## config.mk

```make
export PLATFORM = sky130hd
export DESIGN_NAME = axi4l_arbiter2_flat
export DESIGN_NICKNAME = d
export VERILOG_FILES = /design/src/rtl/axi4l_arbiter2_if.sv /design/src/rtl/axi4l_arbiter2.sv /design/src/flat_wrapper.sv
export SDC_FILE = /design/constraint.sdc
export NUM_CORES = 1
export LEC_CHECK = 0
export CAP_MARGIN = 20
export CORE_AREA = 4 4 175 177
export DETAILED_ROUTE_END_ITERATION = 7
export DIE_AREA = 0 0 179 181
export GPL_TIMING_DRIVEN = 0
export PLACE_DENSITY = 0.51
export SETUP_SLACK_MARGIN = 0.3
export SYNTH_ARGS = -nofsm -noshare
export SYNTH_HDL_FRONTEND = slang
export SYNTH_SLANG_ARGS = --single-unit
```

## constraint.sdc

```tcl
create_clock -name aclk -period 1.6 [get_ports aclk]
set_input_delay 0.24 -clock aclk [delete_from_list [all_inputs] [get_ports aclk]]
set_output_delay 0.24 -clock aclk [all_outputs]
set_load 0.005 [all_outputs]
```

## src/rtl/axi4l_arbiter2_if.sv

```systemverilog
// AXI4-Lite channel bundle shared by the arbiter, its two managers and the RAM slave.
// Address/data widths default to the 32-bit RAM slave; prot is 3 bits, resp 2 bits.
interface axi4l_if #(
    parameter int AW = 32,
    parameter int DW = 32
);
    logic            awvalid;
    logic            awready;
    logic [AW-1:0]   awaddr;
    logic [2:0]      awprot;
    logic            wvalid;
    logic            wready;
    logic [DW-1:0]   wdata;
    logic [DW/8-1:0] wstrb;
    logic            bvalid;
    logic            bready;
    logic [1:0]      bresp;
    logic            arvalid;
    logic            arready;
    logic [AW-1:0]   araddr;
    logic [2:0]      arprot;
    logic            rvalid;
    logic            rready;
    logic [DW-1:0]   rdata;
    logic [1:0]      rresp;

    modport master (
        output awvalid, awaddr, awprot, wvalid, wdata, wstrb, bready,
        output arvalid, araddr, arprot, rready,
        input  awready, wready, bvalid, bresp, arready, rvalid, rdata, rresp
    );

    modport slave (
        input  awvalid, awaddr, awprot, wvalid, wdata, wstrb, bready,
        input  arvalid, araddr, arprot, rready,
        output awready, wready, bvalid, bresp, arready, rvalid, rdata, rresp
    );
endinterface

```

## src/rtl/axi4l_arbiter2.sv

```systemverilog
// 2:1 AXI4-Lite arbiter, independent write/read FSMs; AXI4L_ARB_FIXED_PRIO_EN makes manager 0 win ties.
// Latency: 1 cycle grant decision in IDLE, then address/data/response paths are combinational.
// Backpressure: ready/valid pass straight through to the granted manager; the loser sees all zeros.
module axi4l_arbiter2 #(
    parameter logic PRIO_RESET = 1'b0
) (
    input  logic     aclk,
    input  logic     aresetn,
    axi4l_if.slave   s0,
    axi4l_if.slave   s1,
    axi4l_if.master  m
);
    typedef enum logic [1:0] {IDLE, ADDR, RESP} state_e;

    state_e wr_state_q, wr_state_d, rd_state_q, rd_state_d;
    logic   wr_gnt_q, wr_gnt_d, rd_gnt_q, rd_gnt_d;
    logic   aw_done_q, aw_done_d, w_done_q, w_done_d;
    logic   wr_tie_gnt, rd_tie_gnt;
    logic   aw_rdy, w_rdy, aw_fire, w_fire;

`ifdef AXI4L_ARB_FIXED_PRIO_EN
    assign wr_tie_gnt = 1'b0;
    assign rd_tie_gnt = 1'b0;
`else
    logic   wr_ptr_q, wr_ptr_d, rd_ptr_q, rd_ptr_d;
    assign wr_tie_gnt = wr_ptr_q;
    assign rd_tie_gnt = rd_ptr_q;
`endif

    logic wr_req0, wr_req1, rd_req0, rd_req1;
    logic g_awvalid, g_wvalid, g_bready, g_arvalid, g_rready;

    assign wr_req0   = s0.awvalid | s0.wvalid;
    assign wr_req1   = s1.awvalid | s1.wvalid;
    assign rd_req0   = s0.arvalid;
    assign rd_req1   = s1.arvalid;
    assign g_awvalid = wr_gnt_q ? s1.awvalid : s0.awvalid;
    assign g_wvalid  = wr_gnt_q ? s1.wvalid  : s0.wvalid;
    assign g_bready  = wr_gnt_q ? s1.bready  : s0.bready;
    assign g_arvalid = rd_gnt_q ? s1.arvalid : s0.arvalid;
    assign g_rready  = rd_gnt_q ? s1.rready  : s0.rready;

    always_comb begin
        wr_state_d = wr_state_q;
        wr_gnt_d   = wr_gnt_q;
        aw_done_d  = aw_done_q;
        w_done_d   = w_done_q;
`ifndef AXI4L_ARB_FIXED_PRIO_EN
        wr_ptr_d   = wr_ptr_q;
`endif
        aw_rdy     = 1'b0;
        w_rdy      = 1'b0;
        aw_fire    = 1'b0;
        w_fire     = 1'b0;
        s0.awready = 1'b0;
        s0.wready  = 1'b0;
        s0.bvalid  = 1'b0;
        s0.bresp   = '0;
        s1.awready = 1'b0;
        s1.wready  = 1'b0;
        s1.bvalid  = 1'b0;
        s1.bresp   = '0;
        m.awvalid  = 1'b0;
        m.wvalid   = 1'b0;
        m.bready   = 1'b0;
        // Payload follows the registered grant, so it cannot change under a pending valid.
        m.awaddr   = wr_gnt_q ? s1.awaddr : s0.awaddr;
        m.awprot   = wr_gnt_q ? s1.awprot : s0.awprot;
        m.wdata    = wr_gnt_q ? s1.wdata  : s0.wdata;
        m.wstrb    = wr_gnt_q ? s1.wstrb  : s0.wstrb;
        case (wr_state_q)
            IDLE: begin
                if (wr_req0 | wr_req1) begin
                    wr_gnt_d   = (wr_req0 & wr_req1) ? wr_tie_gnt : wr_req1;
                    wr_state_d = ADDR;
                end
            end
            ADDR: begin
                m.awvalid = g_awvalid & ~aw_done_q;
                m.wvalid  = g_wvalid & ~w_done_q;
                aw_rdy    = m.awready & ~aw_done_q;
                w_rdy     = m.wready & ~w_done_q;
                aw_fire   = g_awvalid & aw_rdy;
                w_fire    = g_wvalid & w_rdy;
                if (wr_gnt_q) begin
                    s1.awready = aw_rdy;
                    s1.wready  = w_rdy;
                end else begin
                    s0.awready = aw_rdy;
                    s0.wready  = w_rdy;
                end
                if ((aw_done_q | aw_fire) & (w_done_q | w_fire)) begin
                    wr_state_d = RESP;
                    aw_done_d  = 1'b0;
                    w_done_d   = 1'b0;
                end else begin
                    aw_done_d  = aw_done_q | aw_fire;
                    w_done_d   = w_done_q | w_fire;
                end
            end
            RESP: begin
                m.bready = g_bready;
                if (wr_gnt_q) begin
                    s1.bvalid = m.bvalid;
                    s1.bresp  = m.bresp;
                end else begin
                    s0.bvalid = m.bvalid;
                    s0.bresp  = m.bresp;
                end
                if (m.bvalid & g_bready) begin
                    wr_state_d = IDLE;
`ifndef AXI4L_ARB_FIXED_PRIO_EN
                    wr_ptr_d   = ~wr_gnt_q;
`endif
                end
            end
            default: wr_state_d = IDLE;
        endcase
    end

    always_comb begin
        rd_state_d = rd_state_q;
        rd_gnt_d   = rd_gnt_q;
`ifndef AXI4L_ARB_FIXED_PRIO_EN
        rd_ptr_d   = rd_ptr_q;
`endif
        s0.arready = 1'b0;
        s0.rvalid  = 1'b0;
        s0.rdata   = '0;
        s0.rresp   = '0;
        s1.arready = 1'b0;
        s1.rvalid  = 1'b0;
        s1.rdata   = '0;
        s1.rresp   = '0;
        m.arvalid  = 1'b0;
        m.rready   = 1'b0;
        m.araddr   = rd_gnt_q ? s1.araddr : s0.araddr;
        m.arprot   = rd_gnt_q ? s1.arprot : s0.arprot;
        case (rd_state_q)
            IDLE: begin
                if (rd_req0 | rd_req1) begin
                    rd_gnt_d   = (rd_req0 & rd_req1) ? rd_tie_gnt : rd_req1;
                    rd_state_d = ADDR;
                end
            end
            ADDR: begin
                m.arvalid = g_arvalid;
                if (rd_gnt_q) s1.arready = m.arready;
                else          s0.arready = m.arready;
                if (g_arvalid & m.arready) rd_state_d = RESP;
            end
            RESP: begin
                m.rready = g_rready;
                if (rd_gnt_q) begin
                    s1.rvalid = m.rvalid;
                    s1.rdata  = m.rdata;
                    s1.rresp  = m.rresp;
                end else begin
                    s0.rvalid = m.rvalid;
                    s0.rdata  = m.rdata;
                    s0.rresp  = m.rresp;
                end
                if (m.rvalid & g_rready) begin
                    rd_state_d = IDLE;
`ifndef AXI4L_ARB_FIXED_PRIO_EN
                    rd_ptr_d   = ~rd_gnt_q;
`endif
                end
            end
            default: rd_state_d = IDLE;
        endcase
    end

    always_ff @(posedge aclk or negedge aresetn) begin
        if (!aresetn) begin
            wr_state_q <= IDLE;
            rd_state_q <= IDLE;
            wr_gnt_q   <= 1'b0;
            rd_gnt_q   <= 1'b0;
            aw_done_q  <= 1'b0;
            w_done_q   <= 1'b0;
`ifndef AXI4L_ARB_FIXED_PRIO_EN
            wr_ptr_q   <= PRIO_RESET;
            rd_ptr_q   <= PRIO_RESET;
`endif
        end else begin
            wr_state_q <= wr_state_d;
            rd_state_q <= rd_state_d;
            wr_gnt_q   <= wr_gnt_d;
            rd_gnt_q   <= rd_gnt_d;
            aw_done_q  <= aw_done_d;
            w_done_q   <= w_done_d;
`ifndef AXI4L_ARB_FIXED_PRIO_EN
            wr_ptr_q   <= wr_ptr_d;
            rd_ptr_q   <= rd_ptr_d;
`endif
        end
    end
endmodule

```

## src/flat_wrapper.sv

```systemverilog
// flat-port wrapper written by rule: the top's interface ports become plain ports
module axi4l_arbiter2_flat 
#(
    parameter logic PRIO_RESET = 1'b0
)
  (aclk, aresetn, s0_awvalid, s0_awaddr, s0_awprot, s0_wvalid, s0_wdata, s0_wstrb, s0_bready, s0_arvalid, s0_araddr, s0_arprot, s0_rready, s0_awready, s0_wready, s0_bvalid, s0_bresp, s0_arready, s0_rvalid, s0_rdata, s0_rresp, s1_awvalid, s1_awaddr, s1_awprot, s1_wvalid, s1_wdata, s1_wstrb, s1_bready, s1_arvalid, s1_araddr, s1_arprot, s1_rready, s1_awready, s1_wready, s1_bvalid, s1_bresp, s1_arready, s1_rvalid, s1_rdata, s1_rresp, m_awvalid, m_awaddr, m_awprot, m_wvalid, m_wdata, m_wstrb, m_bready, m_arvalid, m_araddr, m_arprot, m_rready, m_awready, m_wready, m_bvalid, m_bresp, m_arready, m_rvalid, m_rdata, m_rresp);
  axi4l_if s0_i ();
  axi4l_if s1_i ();
  axi4l_if m_i ();
  input  logic aclk;
  input  logic aresetn;
  input wire logic [$bits(s0_i.awvalid)-1:0] s0_awvalid;
  input wire logic [$bits(s0_i.awaddr)-1:0] s0_awaddr;
  input wire logic [$bits(s0_i.awprot)-1:0] s0_awprot;
  input wire logic [$bits(s0_i.wvalid)-1:0] s0_wvalid;
  input wire logic [$bits(s0_i.wdata)-1:0] s0_wdata;
  input wire logic [$bits(s0_i.wstrb)-1:0] s0_wstrb;
  input wire logic [$bits(s0_i.bready)-1:0] s0_bready;
  input wire logic [$bits(s0_i.arvalid)-1:0] s0_arvalid;
  input wire logic [$bits(s0_i.araddr)-1:0] s0_araddr;
  input wire logic [$bits(s0_i.arprot)-1:0] s0_arprot;
  input wire logic [$bits(s0_i.rready)-1:0] s0_rready;
  output wire logic [$bits(s0_i.awready)-1:0] s0_awready;
  output wire logic [$bits(s0_i.wready)-1:0] s0_wready;
  output wire logic [$bits(s0_i.bvalid)-1:0] s0_bvalid;
  output wire logic [$bits(s0_i.bresp)-1:0] s0_bresp;
  output wire logic [$bits(s0_i.arready)-1:0] s0_arready;
  output wire logic [$bits(s0_i.rvalid)-1:0] s0_rvalid;
  output wire logic [$bits(s0_i.rdata)-1:0] s0_rdata;
  output wire logic [$bits(s0_i.rresp)-1:0] s0_rresp;
  input wire logic [$bits(s1_i.awvalid)-1:0] s1_awvalid;
  input wire logic [$bits(s1_i.awaddr)-1:0] s1_awaddr;
  input wire logic [$bits(s1_i.awprot)-1:0] s1_awprot;
  input wire logic [$bits(s1_i.wvalid)-1:0] s1_wvalid;
  input wire logic [$bits(s1_i.wdata)-1:0] s1_wdata;
  input wire logic [$bits(s1_i.wstrb)-1:0] s1_wstrb;
  input wire logic [$bits(s1_i.bready)-1:0] s1_bready;
  input wire logic [$bits(s1_i.arvalid)-1:0] s1_arvalid;
  input wire logic [$bits(s1_i.araddr)-1:0] s1_araddr;
  input wire logic [$bits(s1_i.arprot)-1:0] s1_arprot;
  input wire logic [$bits(s1_i.rready)-1:0] s1_rready;
  output wire logic [$bits(s1_i.awready)-1:0] s1_awready;
  output wire logic [$bits(s1_i.wready)-1:0] s1_wready;
  output wire logic [$bits(s1_i.bvalid)-1:0] s1_bvalid;
  output wire logic [$bits(s1_i.bresp)-1:0] s1_bresp;
  output wire logic [$bits(s1_i.arready)-1:0] s1_arready;
  output wire logic [$bits(s1_i.rvalid)-1:0] s1_rvalid;
  output wire logic [$bits(s1_i.rdata)-1:0] s1_rdata;
  output wire logic [$bits(s1_i.rresp)-1:0] s1_rresp;
  output wire logic [$bits(m_i.awvalid)-1:0] m_awvalid;
  output wire logic [$bits(m_i.awaddr)-1:0] m_awaddr;
  output wire logic [$bits(m_i.awprot)-1:0] m_awprot;
  output wire logic [$bits(m_i.wvalid)-1:0] m_wvalid;
  output wire logic [$bits(m_i.wdata)-1:0] m_wdata;
  output wire logic [$bits(m_i.wstrb)-1:0] m_wstrb;
  output wire logic [$bits(m_i.bready)-1:0] m_bready;
  output wire logic [$bits(m_i.arvalid)-1:0] m_arvalid;
  output wire logic [$bits(m_i.araddr)-1:0] m_araddr;
  output wire logic [$bits(m_i.arprot)-1:0] m_arprot;
  output wire logic [$bits(m_i.rready)-1:0] m_rready;
  input wire logic [$bits(m_i.awready)-1:0] m_awready;
  input wire logic [$bits(m_i.wready)-1:0] m_wready;
  input wire logic [$bits(m_i.bvalid)-1:0] m_bvalid;
  input wire logic [$bits(m_i.bresp)-1:0] m_bresp;
  input wire logic [$bits(m_i.arready)-1:0] m_arready;
  input wire logic [$bits(m_i.rvalid)-1:0] m_rvalid;
  input wire logic [$bits(m_i.rdata)-1:0] m_rdata;
  input wire logic [$bits(m_i.rresp)-1:0] m_rresp;
  assign s0_i.awvalid = s0_awvalid;
  assign s0_i.awaddr = s0_awaddr;
  assign s0_i.awprot = s0_awprot;
  assign s0_i.wvalid = s0_wvalid;
  assign s0_i.wdata = s0_wdata;
  assign s0_i.wstrb = s0_wstrb;
  assign s0_i.bready = s0_bready;
  assign s0_i.arvalid = s0_arvalid;
  assign s0_i.araddr = s0_araddr;
  assign s0_i.arprot = s0_arprot;
  assign s0_i.rready = s0_rready;
  assign s0_awready = s0_i.awready;
  assign s0_wready = s0_i.wready;
  assign s0_bvalid = s0_i.bvalid;
  assign s0_bresp = s0_i.bresp;
  assign s0_arready = s0_i.arready;
  assign s0_rvalid = s0_i.rvalid;
  assign s0_rdata = s0_i.rdata;
  assign s0_rresp = s0_i.rresp;
  assign s1_i.awvalid = s1_awvalid;
  assign s1_i.awaddr = s1_awaddr;
  assign s1_i.awprot = s1_awprot;
  assign s1_i.wvalid = s1_wvalid;
  assign s1_i.wdata = s1_wdata;
  assign s1_i.wstrb = s1_wstrb;
  assign s1_i.bready = s1_bready;
  assign s1_i.arvalid = s1_arvalid;
  assign s1_i.araddr = s1_araddr;
  assign s1_i.arprot = s1_arprot;
  assign s1_i.rready = s1_rready;
  assign s1_awready = s1_i.awready;
  assign s1_wready = s1_i.wready;
  assign s1_bvalid = s1_i.bvalid;
  assign s1_bresp = s1_i.bresp;
  assign s1_arready = s1_i.arready;
  assign s1_rvalid = s1_i.rvalid;
  assign s1_rdata = s1_i.rdata;
  assign s1_rresp = s1_i.rresp;
  assign m_awvalid = m_i.awvalid;
  assign m_awaddr = m_i.awaddr;
  assign m_awprot = m_i.awprot;
  assign m_wvalid = m_i.wvalid;
  assign m_wdata = m_i.wdata;
  assign m_wstrb = m_i.wstrb;
  assign m_bready = m_i.bready;
  assign m_arvalid = m_i.arvalid;
  assign m_araddr = m_i.araddr;
  assign m_arprot = m_i.arprot;
  assign m_rready = m_i.rready;
  assign m_i.awready = m_awready;
  assign m_i.wready = m_wready;
  assign m_i.bvalid = m_bvalid;
  assign m_i.bresp = m_bresp;
  assign m_i.arready = m_arready;
  assign m_i.rvalid = m_rvalid;
  assign m_i.rdata = m_rdata;
  assign m_i.rresp = m_rresp;
  axi4l_arbiter2 #(.PRIO_RESET(PRIO_RESET)) u_core (.aclk(aclk), .aresetn(aresetn), .s0(s0_i), .s1(s1_i), .m(m_i));
endmodule
```

==> results of run 1 <==
## power breakdown
part	total, mW	switching, mW	internal, mW
Combinational	10.3	3.38	6.90
Sequential	0.457	0.103	0.354
Clock	0.517	0.139	0.378
## worst reg2reg max path: cells and delay by family (launching register included)
family | cells | cell delay [ns]
buf+inv | 6 | 0.75
flops | 1 | 0.40
compound gates | 2 | 0.30
mux | 1 | 0.18
## final timing paths
kind                                 start              endpoint  cells past startpoint  slack (ns)
setup / recovery           u_core.rd_gnt_q          s1_rdata[16]                      8       -0.33
hold / removal                     aresetn       u_core.wr_ptr_q                      1        0.37
setup reg to reg           u_core.rd_gnt_q  u_core.rd_state_q[1]                      9       -0.14
hold reg to reg            u_core.wr_ptr_q       u_core.wr_ptr_q                      2        0.57
max in group asynchronous          aresetn       u_core.rd_ptr_q                      1        0.84
min in group aclk          u_core.wr_ptr_q       u_core.wr_ptr_q                      2        0.57
## state kept, by name, indices dropped and copies added (netlist names)
signal,count
u_core.w_done_q,1
u_core.rd_gnt_q,1
u_core.rd_ptr_q,1
u_core.wr_gnt_q,1
u_core.rd_state_q,2
u_core.wr_ptr_q,1
u_core.aw_done_q,1
u_core.wr_state_q,2
## per-stage QoR
| step | power [mW] | setup TNS, ns | instances | instance area (um2) |
|---|---|---|---|---|
| after detailed placement | 6.54 | -55.71 | 1131 | 7590 |
| after global placement | 6.57 | -56.32 | 1131 | 7590 |
| final | 11.2 | -40.03 | 1257 | 9670 |
| after CTS | 8.75 | -37.37 | 1196 | 8330 |
| after floorplan | 3.12 | 0 | 284 | 2520 |
| after global routing | 11.9 | -47.73 | 1257 | 9670 |
## routing by layer
metal	GRT usage, %	vias to the layer above	routed length, um
met5	0	-	0
met4	2.21	0	348
met3	2.34	22	1320
met2	20.0	190	11000
met1	12.9	2139	7760
li1	-	2178	-
## Yosys cell counts (all sizes together), types with 2 or more instances
cell,instances
mux2,108
and2,71
buf,18
nor2,12
dfrtp,10
and3,7
clkbuf,7
inv,5
nor3,5
a31oi,4
nor3b,4
o21ai,4
o31ai,4
a21oi,3
mux2i,3
nand2,3
nand2b,3
nor2b,2
## what timing repair did
action | in CTS | in global routing
gates cloned | 12 | 3
buffers inserted | 49 | 58
resized for setup | 764 | 359
pin swaps | 37 | 32
endpoints found under the setup margin | 197 | 200
## logic make-up (layout without fill, tap and decap cells)
group                  after synthesis  count (layout)  synth area share (%)
and+or+nand+nor                    110             110                  26.8
AOI/OAI and AO/OA                   23              23                  6.48
buffers and inverters               30             613                  6.43
DFF                                 10              10                  10.0
muxes                              111             111                  50.3
## cell type report
cell class	instances	area, um2
inverters	5	18.8
well taps	390	488
repair buffers	579	5820
flip-flops and latches	10	250
multi-input cells	244	2610
clock buffers	4	88.8
fillers	2976	19600
plain buffers	25	397
==> out/metrics.yaml, run 1 <==
status: "finished, violations left"
violations: "setup timing"
max_clock_freq_mhz: 518
most-common-layout-cells: "264 x sky130_fd_sc_hd__clkdlybuf4s50_1, 187 x sky130_fd_sc_hd__buf_6, 65 x sky130_fd_sc_hd__and2_4, 63 x sky130_fd_sc_hd__mux2_2, 48 x sky130_fd_sc_hd__clkbuf_2"
cp_cell_sequence: "buf_6, clkbuf_16, and3_4, buf_8, buf_6, buf_8, and2_1, buf_2"
syn-num-nets: 549
postLayoutSetupSlackWorst_ns: -0.330
initial_utilization_pct: 8.52
drt-initial-drc-count: 81
tritoncts: "yes"
std_cell_rows: 63
layout_commonest_cell: "sky130_fd_sc_hd__clkdlybuf4s50_1"
cts-buffers-inserted: 3
synth-warning-count: 0
synth_top_cell_area_share_pct: 47.9
antenna_found_initial: 0
io_pins: 458
layout_net_count: 1133
synth.yosys.seq_area_share_pct: 10.0
drt-pass1-iter-count: 4
power_per_cell_area_mw_per_mm2: 1160
crit_path_start_kind: "register"
drt_drc_violations_left: 0
fp.coreArea_mm2: 0.0292
worst_hold_slack_ns: 0.366
portBuffers: 457
fp.dieH_um: 181
ir_drop_mv: 0.473
grt_setup_unrepaired: "true"
count_of_state_elements_after_synthesis: 10
synthToLayoutAreaGrowth_pct: 288
cp_num_buf_inv: 6
placement.setup.worst_slack_ns: -0.461
critPathRequiredTime_ns: 1.36
via_count: 4529
timing.slew.headroom_pct: 61.1
hpwl_dp_um: 16100
critical-path-slowest-cell: "sky130_fd_sc_hd__dfrtp_1"
critical_path_class: "reg2out"
cts_hold_buf: 0
ant_nets: 0
clock_insertion_delay_worst_skew_ns: 0.24
path_delay_family: "buffers and inverters"
vias_per_cell: 3.60
timing.final.crit_period_ns: 1.93
power.static_leakage_nw: 4.37
clock_path_buffers: 2
routabilityCongestion: 0.801
clockRootBuffer: "sky130_fd_sc_hd__clkbuf_16"
synth_top_area_cell: "sky130_fd_sc_hd__mux2_2"
die_x_um: 179
critPathMaxStageDelay_ns: 0.40
wire_length_of_the_first_global_routing_pass_um: 27100
syn_area_mm2: 0.00249
synth_instances: 284
ys.flop_type: "sky130_fd_sc_hd__dfrtp_1"
clock_skew_ns: 0.000839
finish.utilization_pct: 33.1
min_period_over_period_pct: 121
postSynthAreaPerCell_um2: 8.78
fraction_of_layout_cells_with_a_size_suffix_above_1_pct: 63.2
number_of_enable_type_register_cells_in_the_synthesized_netlist: 0
drv_slew: 0
worst-endpoint-arrival_ns: 1.69
report.final.hold_viol_count: 0
yosys.cell_types.count: 35
clkTransAtPathRegs_ns: 0.05
cts.sink_count: 10
maximum_number_of_pins_on_one_net_before_global_route_repair: 11
ranking_of_synthesized_cells_by_area: "sky130_fd_sc_hd__mux2_2 48%, sky130_fd_sc_hd__and2_1 18%, sky130_fd_sc_hd__dfrtp_1 10%"
worstPathMaxFanout: 5
wire_per_inst_um: 16.3
grtUsageTotal_pct: 10.9
ctsHtreeMaxLevel: 1
grt_pass1_vias: 4468
die_area_mm2: 0.0324
max_cap_viol_count: 0
globalRoute.totalOverflow: 0
tightestPinTransition_ns: 0.582
asyncSetResetFlopFracSynth_pct: 100
wirelength_um: 20400
finalSetupViolations: 197
min_path_type: "in2async"
setup.worst_path.end_class: "output port"
diodes: 0
Note: power is estimated with default switching activity, not from simulation.
==> inputs of run 2 (changes only) <==
- CORE_AREA: 4 4 175 177 -> 4 4 177 179
- DIE_AREA: 0 0 179 181 -> 0 0 181 183
- DONT_BUFFER_PORTS: unset -> 1
- HOLD_SLACK_MARGIN: unset -> 0.12
- PLACE_DENSITY: 0.51 -> 0.3
==> run 2 against run 1 <==
The run still ends with setup timing left; design area is 57% lower; die area is 2.2% higher; cell count is 43% lower; global-route usage is 3.8 points lower; clock power hardly changed; setup slack better by 0.28 ns; routed wire length is 30% lower; sequential share of layout area is 3.4 points higher; flip-flop and latch count stayed put.
==> out/metrics.yaml, run 2 (same netlist as run 1, synthesis figures left out) <==
status: "finished, violations left"  # unchanged
violations: "setup timing"  # unchanged
worstHoldEndpoint: "u_core.rd_gnt_q"
clkTransAtPathRegs_ns: 0.05  # about the same
portBuffers: 0  # was 457
tritoncts: "yes"  # unchanged
antenna_found_initial: 1  # was 0
timing.hold.worst_path_depth: 2
die_area_mm2: 0.0331  # was 0.0324 mm2
crit_path_start_kind: "register"  # unchanged
worstReg2RegEnd: "u_core.aw_done_q"  # was u_core.rd_state_q[1]
clock_skew_ns: 0.000246  # was 0.000839 ns
setup.worst_path.end_class: "output port"  # unchanged
min_path_type: "in2reg"  # was in2async
layout_net_count: 587  # was 1133
critPathRequiredTime_ns: 1.36  # about the same
wirelength_um: 14200  # was 20400 um
max_clock_freq_mhz: 605  # was 518 MHz
ctsHtreeMaxLevel: 1  # unchanged
clock_path_buffers: 2  # unchanged
clock_insertion_delay_worst_skew_ns: 0.24  # about the same
globalRoute.totalOverflow: 0  # unchanged
io_pins: 458  # unchanged
drt-initial-drc-count: 71  # was 81
fp.dieH_um: 183  # was 181 um
worstReg2RegStart: "u_core.wr_gnt_q"  # was u_core.rd_gnt_q
min_period_over_period_pct: 103  # was 121%
grt_pass1_vias: 2674  # was 4468
worst-endpoint-arrival_ns: 1.41  # was 1.69 ns
cts-buffers-inserted: 3  # unchanged
drv_slew: 0  # unchanged
power_per_cell_area_mw_per_mm2: 1480  # was 1160 mW/mm2
critical_path_class: "reg2out"  # unchanged
ant_nets: 0  # unchanged
drt_drc_violations_left: 0  # unchanged
hpwl_dp_um: 11900  # was 16100 um
drt-pass1-iter-count: 6  # was 4
timing.slew.headroom_pct: 56.6  # was 61.1%
hold_path_startpoint: "s1_arvalid"
wire_per_inst_um: 20.0  # was 16.3 um
reg2regPathDepth: 6  # was 9
most-common-layout-cells: "79 x sky130_fd_sc_hd__mux2_2, 59 x sky130_fd_sc_hd__and2_4, 29 x sky130_fd_sc_hd__mux2_4, 17 x sky130_fd_sc_hd__buf_8, 17 x sky130_fd_sc_hd__buf_4"  # was 264 x sky130_fd_sc_hd__clkdlybuf4s50_1, 187 x sky130_fd_sc_hd__buf_6, 65 x sky130_fd_sc_hd__and2_4, 63 x sky130_fd_sc_hd__mux2_2, 48 x sky130_fd_sc_hd__clkbuf_2
cts.sink_count: 10  # unchanged
power.static_leakage_nw: 1.64  # was 4.37 nW
synthToLayoutAreaGrowth_pct: 67.7  # was 288%
largestRegisters: "u_core.rd_state_q: 2 flops, u_core.wr_state_q: 2 flops"  # unchanged
initial_utilization_pct: 8.43  # was 8.52%
layout_commonest_cell: "sky130_fd_sc_hd__mux2_2"  # was sky130_fd_sc_hd__clkdlybuf4s50_1
worstPathMaxFanout: 8  # was 5
vias_per_cell: 3.56  # was 3.60
clockRootBuffer: "sky130_fd_sc_hd__clkbuf_16"  # unchanged
finish.utilization_pct: 14.1  # was 33.1%
maximum_number_of_pins_on_one_net_before_global_route_repair: 11  # unchanged
grtUsageTotal_pct: 7.11  # was 10.9%
ir_drop_mv: 0.563  # was 0.473 mV
postLayoutSetupSlackWorst_ns: -0.0541  # was -0.330 ns
std_cell_rows: 63  # unchanged
finalSetupViolations: 95  # was 197
via_count: 2536  # was 4529
wire_length_of_the_first_global_routing_pass_um: 18100  # was 27100 um
report.final.hold_viol_count: 0  # unchanged
max_cap_viol_count: 0  # unchanged
timing.final.crit_period_ns: 1.65  # was 1.93 ns
fp.coreArea_mm2: 0.0296  # was 0.0292 mm2
routabilityCongestion: 0.835  # was 0.801
rrSetupSlack_ns: 0.03  # was -0.14 ns
setup_total_negative_slack_ns: -1.67  # was -40.03 ns
grt_setup_unrepaired: "true"  # unchanged
tightestPinTransition_ns: 0.648  # was 0.582 ns
die_x_um: 181  # was 179 um
fraction_of_layout_cells_with_a_size_suffix_above_1_pct: 81.3  # was 63.2%
==> run 2: cell types whose count changed in the layout (fill, tap and decap cells not counted), sizes merged <==
cell	change
buf	-234
bufbuf	+1
clkbuf	-49
clkdlybuf4s50	-264
diode	+1
dlygate4sd3	+2
dlymetal6s2s	-2
==> run 2: routing by layer <==
metal  track usage (%)  part of all wire [%]  vias up
met5                 0                     0        -
met4              2.67                   2.1        0
met3              2.08                   9.7       12
met2              14.1                    57      245
met1              6.91                    32     1203
li1                  -                     -     1076
==> run 2: layout make-up <==
cell class | instances | area, um2
multi-input cells | 244 | 2550
flip-flops and latches | 10 | 250
plain buffers | 25 | 362
repair buffers | 33 | 417
well taps | 390 | 488
clock buffers | 4 | 88.8
fillers | 3312 | 25400
diodes | 1 | 2.50
inverters | 5 | 18.8
==> run 2: worst max-delay path, stage by stage (launching register included) <==
cell                      delay [ns]
sky130_fd_sc_hd__dfrtp_1        0.34
sky130_fd_sc_hd__buf_6          0.14
sky130_fd_sc_hd__buf_12         0.15
sky130_fd_sc_hd__buf_4          0.16
sky130_fd_sc_hd__mux2i_2        0.27
sky130_fd_sc_hd__nor2_1         0.09
==> run 2: power breakdown <==
group / leakage, nW / switching [mW] / internal [mW]
Combinational: 1.48 / 2.19 / 3.03
Clock: 0.0442 / 0.140 / 0.378
Sequential: 0.114 / 0.0989 / 0.354
==> run 2: how the worst max path moves through the flow <==
stage | slack, ns | cells after the start | from | endpoint
global route | -0.12 | 5 | u_core.wr_gnt_q | m_bready
finish | -0.05 | 5 | u_core.wr_gnt_q | m_bready
CTS | -0.06 | 4 | u_core.wr_gnt_q | m_wdata[21]
floorplan | 0.25 | 4 | u_core.wr_gnt_q | m_awaddr[21]
detailed placement | 0.06 | 5 | u_core.rd_state_q[0] | s1_rresp[0]
global placement | 0.06 | 5 | u_core.rd_state_q[0] | s1_rdata[28]
==> run 2: timing repair <==
item                                   4_1_cts  5_1_grt
hold buffers                                 2        0
pin swaps                                   40        2
gates cloned                                 8        3
buffers inserted                            16        4
setup endpoints to repair                  199      198
endpoints found under the hold margin       11        0
gates resized for setup                    136       68
==> run 2: per-stage QoR <==
stage	instance area, um2	power, mW	setup slack, ns	instances	hold slack, ns
after floorplan	2520	3.12	0.254	284	-0.0556
after CTS	3840	5.64	-0.0644	704	0.154
final	4180	6.20	-0.0541	712	0.177
after detailed placement	3010	3.75	0.0577	674	-0.0534
after global placement	3010	3.76	0.0580	674	-0.0531
after global routing	4180	6.55	-0.115	712	0.194
==> inputs of run 3 (changes only) <==
- CORE_AREA: 4 4 177 179 -> 4 4 175 177
- DIE_AREA: 0 0 181 183 -> 0 0 179 181
- DONT_BUFFER_PORTS: 1 -> unset
- PLACE_DENSITY: 0.3 -> 0.51
==> results of run 3 <==
Same layout as run 1: the final DEF is identical, and so are final timing and power.
